## src/rtl/scan_code_receiver_if.sv

```systemverilog
// Bundles the keyboard-side scan-code handshake and the consumer-side pop port.
// The receiver uses the slave view; the keyboard block/consumer use the master view.
interface scan_code_receiver_if #(
  parameter int unsigned DEPTH = 4
);
  localparam int unsigned CNT_W = $clog2(DEPTH) + 1;

  logic [7:0]       scan_code;
  logic             scan_code_ready;
  logic             input_done;
  logic             key_pop;
  logic [7:0]       key_code;
  logic             key_valid;
  logic [CNT_W-1:0] key_count;
  logic             overflow;

  modport slave (
    input  scan_code, scan_code_ready, key_pop,
    output input_done, key_code, key_valid, key_count, overflow
  );

  modport master (
    output scan_code, scan_code_ready, key_pop,
    input  input_done, key_code, key_valid, key_count, overflow
  );
endinterface

```

## src/rtl/scan_code_receiver.sv

```systemverilog
// Scan-code receiver: edge-detects scan_code_ready and queues one key per high period.
// Optional macro SCAN_RX_DEDUP_EN drops events repeating the last accepted code.
module scan_code_receiver #(
  parameter int unsigned DEPTH = 4
) (
  input logic                  clk,
  input logic                  resetn,
  scan_code_receiver_if.slave  bus
);
  localparam int unsigned PTR_W = $clog2(DEPTH);
  localparam int unsigned CNT_W = $clog2(DEPTH) + 1;

  typedef enum logic {IDLE = 1'b0, HOLD = 1'b1} state_e;

  state_e           state_q, state_d;
  logic             rdy_q, rdy_d;
  logic [PTR_W-1:0] wr_ptr_q, wr_ptr_d;
  logic [PTR_W-1:0] rd_ptr_q, rd_ptr_d;
  logic [CNT_W-1:0] count_q, count_d;
  logic             overflow_q, overflow_d;
  logic [7:0]       mem_q [DEPTH];
  logic [7:0]       mem_d [DEPTH];
`ifdef SCAN_RX_DEDUP_EN
  logic [7:0]       last_q, last_d;
`endif

  logic ev_c, full_c, empty_c, try_push_c, push_c, pop_c, drop_c;

  assign ev_c    = bus.scan_code_ready & ~rdy_q;
  assign full_c  = (count_q == CNT_W'(DEPTH));
  assign empty_c = (count_q == CNT_W'(0));
  assign pop_c   = bus.key_pop & ~empty_c;

  // State register
  always_ff @(posedge clk or negedge resetn) begin
    if (!resetn) state_q <= IDLE;
    else         state_q <= state_d;
  end

  // Next state: one capture per high period of scan_code_ready
  always_comb begin
    state_d = state_q;
    case (state_q)
      IDLE: if (ev_c && (bus.scan_code != 8'h00)) state_d = HOLD;
      HOLD: if (!bus.scan_code_ready)            state_d = IDLE;
      default: state_d = IDLE;
    endcase
  end

  // FSM outputs: push attempt, accepted push, dropped push
  always_comb begin
    try_push_c = 1'b0;
    push_c     = 1'b0;
    drop_c     = 1'b0;
    if ((state_q == IDLE) && ev_c && (bus.scan_code != 8'h00)) begin
`ifdef SCAN_RX_DEDUP_EN
      try_push_c = (bus.scan_code != last_q);
`else
      try_push_c = 1'b1;
`endif
    end
    // A full FIFO still accepts when the head is popped in the same cycle
    push_c = try_push_c & (~full_c | bus.key_pop);
    drop_c = try_push_c & ~push_c;
  end

  // FIFO datapath next values
  always_comb begin
    rdy_d      = bus.scan_code_ready;
    wr_ptr_d   = wr_ptr_q;
    rd_ptr_d   = rd_ptr_q;
    count_d    = count_q;
    overflow_d = overflow_q | drop_c;
    mem_d      = mem_q;
`ifdef SCAN_RX_DEDUP_EN
    last_d     = last_q;
`endif
    if (push_c) begin
      mem_d[wr_ptr_q] = bus.scan_code;
      wr_ptr_d        = wr_ptr_q + PTR_W'(1);
`ifdef SCAN_RX_DEDUP_EN
      last_d          = bus.scan_code;
`endif
    end
    if (pop_c) rd_ptr_d = rd_ptr_q + PTR_W'(1);
    case ({push_c, pop_c})
      2'b10:   count_d = count_q + CNT_W'(1);
      2'b01:   count_d = count_q - CNT_W'(1);
      default: count_d = count_q;
    endcase
  end

  always_ff @(posedge clk or negedge resetn) begin
    if (!resetn) begin
      rdy_q      <= 1'b0;
      wr_ptr_q   <= '0;
      rd_ptr_q   <= '0;
      count_q    <= '0;
      overflow_q <= 1'b0;
      for (int i = 0; i < int'(DEPTH); i++) mem_q[i] <= 8'h00;
`ifdef SCAN_RX_DEDUP_EN
      last_q     <= 8'h00;
`endif
    end else begin
      rdy_q      <= rdy_d;
      wr_ptr_q   <= wr_ptr_d;
      rd_ptr_q   <= rd_ptr_d;
      count_q    <= count_d;
      overflow_q <= overflow_d;
      mem_q      <= mem_d;
`ifdef SCAN_RX_DEDUP_EN
      last_q     <= last_d;
`endif
    end
  end

  assign bus.input_done = ~full_c;
  assign bus.key_code   = mem_q[rd_ptr_q];
  assign bus.key_valid  = ~empty_c;
  assign bus.key_count  = count_q;
  assign bus.overflow   = overflow_q;
endmodule

```

## src/flat_wrapper.sv

```systemverilog
// flat-port wrapper written by rule: the top's interface ports become plain ports
module scan_code_receiver_flat 
#(
  parameter int unsigned DEPTH = 4
)
  (clk, resetn, bus_scan_code, bus_scan_code_ready, bus_key_pop, bus_input_done, bus_key_code, bus_key_valid, bus_key_count, bus_overflow);
  scan_code_receiver_if #(.DEPTH(DEPTH)) bus_i ();
  input logic clk;
  input logic resetn;
  input wire logic [$bits(bus_i.scan_code)-1:0] bus_scan_code;
  input wire logic [$bits(bus_i.scan_code_ready)-1:0] bus_scan_code_ready;
  input wire logic [$bits(bus_i.key_pop)-1:0] bus_key_pop;
  output wire logic [$bits(bus_i.input_done)-1:0] bus_input_done;
  output wire logic [$bits(bus_i.key_code)-1:0] bus_key_code;
  output wire logic [$bits(bus_i.key_valid)-1:0] bus_key_valid;
  output wire logic [$bits(bus_i.key_count)-1:0] bus_key_count;
  output wire logic [$bits(bus_i.overflow)-1:0] bus_overflow;
  assign bus_i.scan_code = bus_scan_code;
  assign bus_i.scan_code_ready = bus_scan_code_ready;
  assign bus_i.key_pop = bus_key_pop;
  assign bus_input_done = bus_i.input_done;
  assign bus_key_code = bus_i.key_code;
  assign bus_key_valid = bus_i.key_valid;
  assign bus_key_count = bus_i.key_count;
  assign bus_overflow = bus_i.overflow;
  scan_code_receiver #(.DEPTH(DEPTH)) u_core (.clk(clk), .resetn(resetn), .bus(bus_i));
endmodule
```

## config.mk

```make
export PLATFORM = sky130hd
export DESIGN_NAME = scan_code_receiver_flat
export DESIGN_NICKNAME = d
export VERILOG_FILES = /design/src/rtl/scan_code_receiver_if.sv /design/src/rtl/scan_code_receiver.sv /design/src/flat_wrapper.sv
export SDC_FILE = /design/constraint.sdc
export NUM_CORES = 1
export LEC_CHECK = 0
export CORE_MARGIN = 4
export CORE_UTILIZATION = 31
export CTS_CLUSTER_DIAMETER = 80
export DETAILED_ROUTE_END_ITERATION = 8
export PLACE_DENSITY = 0.6
export SYNTH_ARGS = -nofsm -noshare
export SYNTH_HDL_FRONTEND = slang
export SYNTH_SLANG_ARGS = --single-unit
```

## constraint.sdc

```tcl
create_clock -name clk -period 2.35 [get_ports clk]
set_input_delay 0.47 -clock clk [delete_from_list [all_inputs] [get_ports clk]]
set_output_delay 0.47 -clock clk [all_outputs]
set_load 0.01 [all_outputs]
```

==> flow_summary.json <==
{
  "outcome": "finished, final reports clean",
  "rsz0062_at_grt": "no",
  "cts-htree-levels": 2,
  "crit_start": "u_core.rd_ptr_q[0]",
  "cts-root-buf": "clkbuf_8",
  "synth_nets": 140,
  "ys_top_cells_by_count": "dfrtp_1, mux2_2, mux4_2",
  "dp_hpwl_um": 2970,
  "fp.dieH_um": 86.7,
  "design.die.area_um2": 7510,
  "syn_inst": 122,
  "nNetsFinal": 192,
  "insertedDiodeCount": 0,
  "dr.pass1.iters": 4,
  "insertion_delay_ns": 0.30,
  "area_growth_pct": 33.7,
  "postRouteAntennaNets": 0,
  "layout.cells.non_filler": 250,
  "fp.dieW_um": 86.7,
  "min_period_ns": 2.28,
  "critPathLaunchType": "flip-flop",
  "period_share_pct": 96.9,
  "dp.cells": 239,
  "cap_violations": 0,
  "setup_tns_ns": 0,
  "end_kind": "primary output",
  "ys_ff_latch": 42,
  "endpoint": "bus_key_code[1]",
  "finalPower_w": 0.00327,
  "grt_usage_pct": 12.2,
  "setup_violations": 0,
  "synth_area_leaders": "dfrtp_1, mux2_2, mux4_2, ha_1, nand3_2",
  "top_level_ports": 26,
  "synth_top_cell_area_share_pct": 54.8,
  "timing.rr.start": "u_core.bus.key_count[0]",
  "p_leak_nw": 1.19,
  "synth-edff-count": 0,
  "row_count": 28,
  "post_drt_wl_per_cell_um": 16.5,
  "crit_type": "flip-flop to primary output",
  "grt_pass1_vias": 1427,
  "synth_ff_type": "dfrtp_1",
  "tightest_slew_ns": 0.937,
  "ys_seq_area_share_pct": 54.8,
  "yosysMostFrequentCell": "dfrtp_1",
  "hold_viol_final": 0,
  "start_util_pct": 32.2,
  "fin_util_pct": 43.0,
  "via_count": 1183,
  "syn-cell-area_um2": 1920,
  "rr_worst_depth": 9,
  "coreArea_um2": 5960,
  "ys_types": 19,
  "max-vdd-ir-drop_mv": 0.623,
  "synth_warnings": 0,
  "gp_congestion": 0.764,
  "finalWirelength_um": 4140,
  "max_freq_mhz": 439,
  "synthArstFlopShare_pct": 100,
  "fin_worst_skew_ns": 0.00987,
  "drive_gt1_share_pct": 46.9,
  "cp_max_fo": 6,
  "hold_slack_ns": 0.315,
  "grt_max_degree": 43,
  "synth_top_cell_by_area": "dfrtp_1",
  "vias_per_cell": 4.73,
  "drt_iter0_drc": 39,
  "slew_viol_final": 0,
  "grt-ovfl-total": 0,
  "clk_pin_slew_worst_paths_ns": 0.09,
  "grt_pass1_wl_um": 7000,
  "timing.rr.end": "u_core.bus.key_count[2]",
  "min_path_type": "input port to asynchronous set/reset pin",
  "cts_buffers": 5,
  "powerDensity_nw_per_um2": 1270,
  "drc": 0,
  "cts_tree": "done",
  "place.port_buffers": 25,
  "cp_data_arrival_time_ns": 1.81,
  "cts-hold-fix-buffers": 0,
  "r2r_slack_ns": 0.40,
  "antenna_found_initial": 0,
  "cts_buffer_depth": 2,
  "syn_avg_cell_area_um2": 15.7,
  "cp_data_required_time_ns": 1.88,
  "clock-sinks": 42,
  "slew_headroom_pct": 37.6
}
[repair_timing]
action	in CTS	in global routing
pin swaps	4	3
setup endpoints to repair	1	8
gates resized for setup	5	10
buffers inserted	3	0
[cell usage in the layout (no fill, tap or decap), types with 3 or more instances in the layout]
| cell type | n |
|---|---|
| dfrtp_1 | 42 |
| mux2_2 | 33 |
| buf_4 | 20 |
| clkdlybuf4s50_1 | 14 |
| mux4_2 | 8 |
| inv_1 | 7 |
| dlymetal6s2s_1 | 7 |
| clkbuf_8 | 6 |
| nand3_2 | 4 |
| ha_1 | 4 |
| nand2_1 | 3 |
| xor2_1 | 3 |
| xnor2_1 | 3 |
| dlygate4sd2_1 | 3 |
[cell families (layout without fill, tap and decap cells)]
| family | count (synthesis) | after routing | synth area share, % |
|---|---|---|---|
| mux | 42 | 42 | 29.3 |
| flops | 42 | 42 | 54.8 |
| simple gates | 14 | 14 | 4.76 |
| buf+inv | 9 | 62 | 1.76 |
| fa+ha+maj | 6 | 6 | 4.31 |
| xor+xnor | 6 | 6 | 2.74 |
| compound gates | 3 | 3 | 2.35 |
[registers in the layout, summed over array words and instances, names as in the netlist]
register / count
u_core.bus.key_count: 3
u_core.bus.overflow: 1
u_core.mem_q: 32
u_core.rd_ptr_q: 2
u_core.rdy_q: 1
u_core.state_q: 1
u_core.wr_ptr_q: 2
[power by group]
group | total (W) | switching, W | leakage, nW | internal [W]
registers | 0.00129 | 0.000219 | 0.507 | 0.00107
clock network | 0.000486 | 0.000250 | 0.0472 | 0.000236
logic | 0.00149 | 0.000550 | 0.632 | 0.000940
[worst max-delay path, cell delays in order (launching register included)]
cell and delay, ns:
dfrtp_1 0.37, buf_6 0.15, mux4_2 0.51, clkdlybuf4s50_1 0.49
[per-layer routing]
layer  part of all wire, %  wire, um  track usage (%)  up-vias
met5                     0         0                0        -
met4                   1.6        65             3.97        0
met3                   5.4       223             3.90        9
met2                    51      2090             21.2       30
met1                    42      1750             14.1      598
li1                      -         -                -      546
[final cells by class]
class | count | area (um^2)
fill | 564 | 3390
sequential | 42 | 1050
multi-input combinational | 71 | 857
timing repair buffer | 47 | 440
tap | 75 | 93.8
clock buffer | 6 | 82.6
inverter | 7 | 26.3
clock inverter | 2 | 12.5
[worst min-delay path by stage]
stage	startpoint	to	slack (ns)	cells after the start
floorplan	resetn	u_core.bus.key_count[0]	0.17	0
global placement	u_core.bus.overflow	u_core.bus.overflow	0.45	1
detailed placement	u_core.bus.overflow	u_core.bus.overflow	0.45	1
CTS	resetn	u_core.mem_q[19]	0.35	1
global route	resetn	u_core.mem_q[9]	0.39	1
finish	resetn	u_core.mem_q[19]	0.31	1
[per-stage QoR]
step / worst slack, ns / area (um^2)
after CTS: 0.000112 / 2530
after floorplan: 0.0423 / 1920
after global routing: 0.00248 / 2560
after global placement: -0.370 / 2400
final: 0.0720 / 2560
after detailed placement: -0.422 / 2400
No activity file was read; power rests on OpenSTA's default activity.
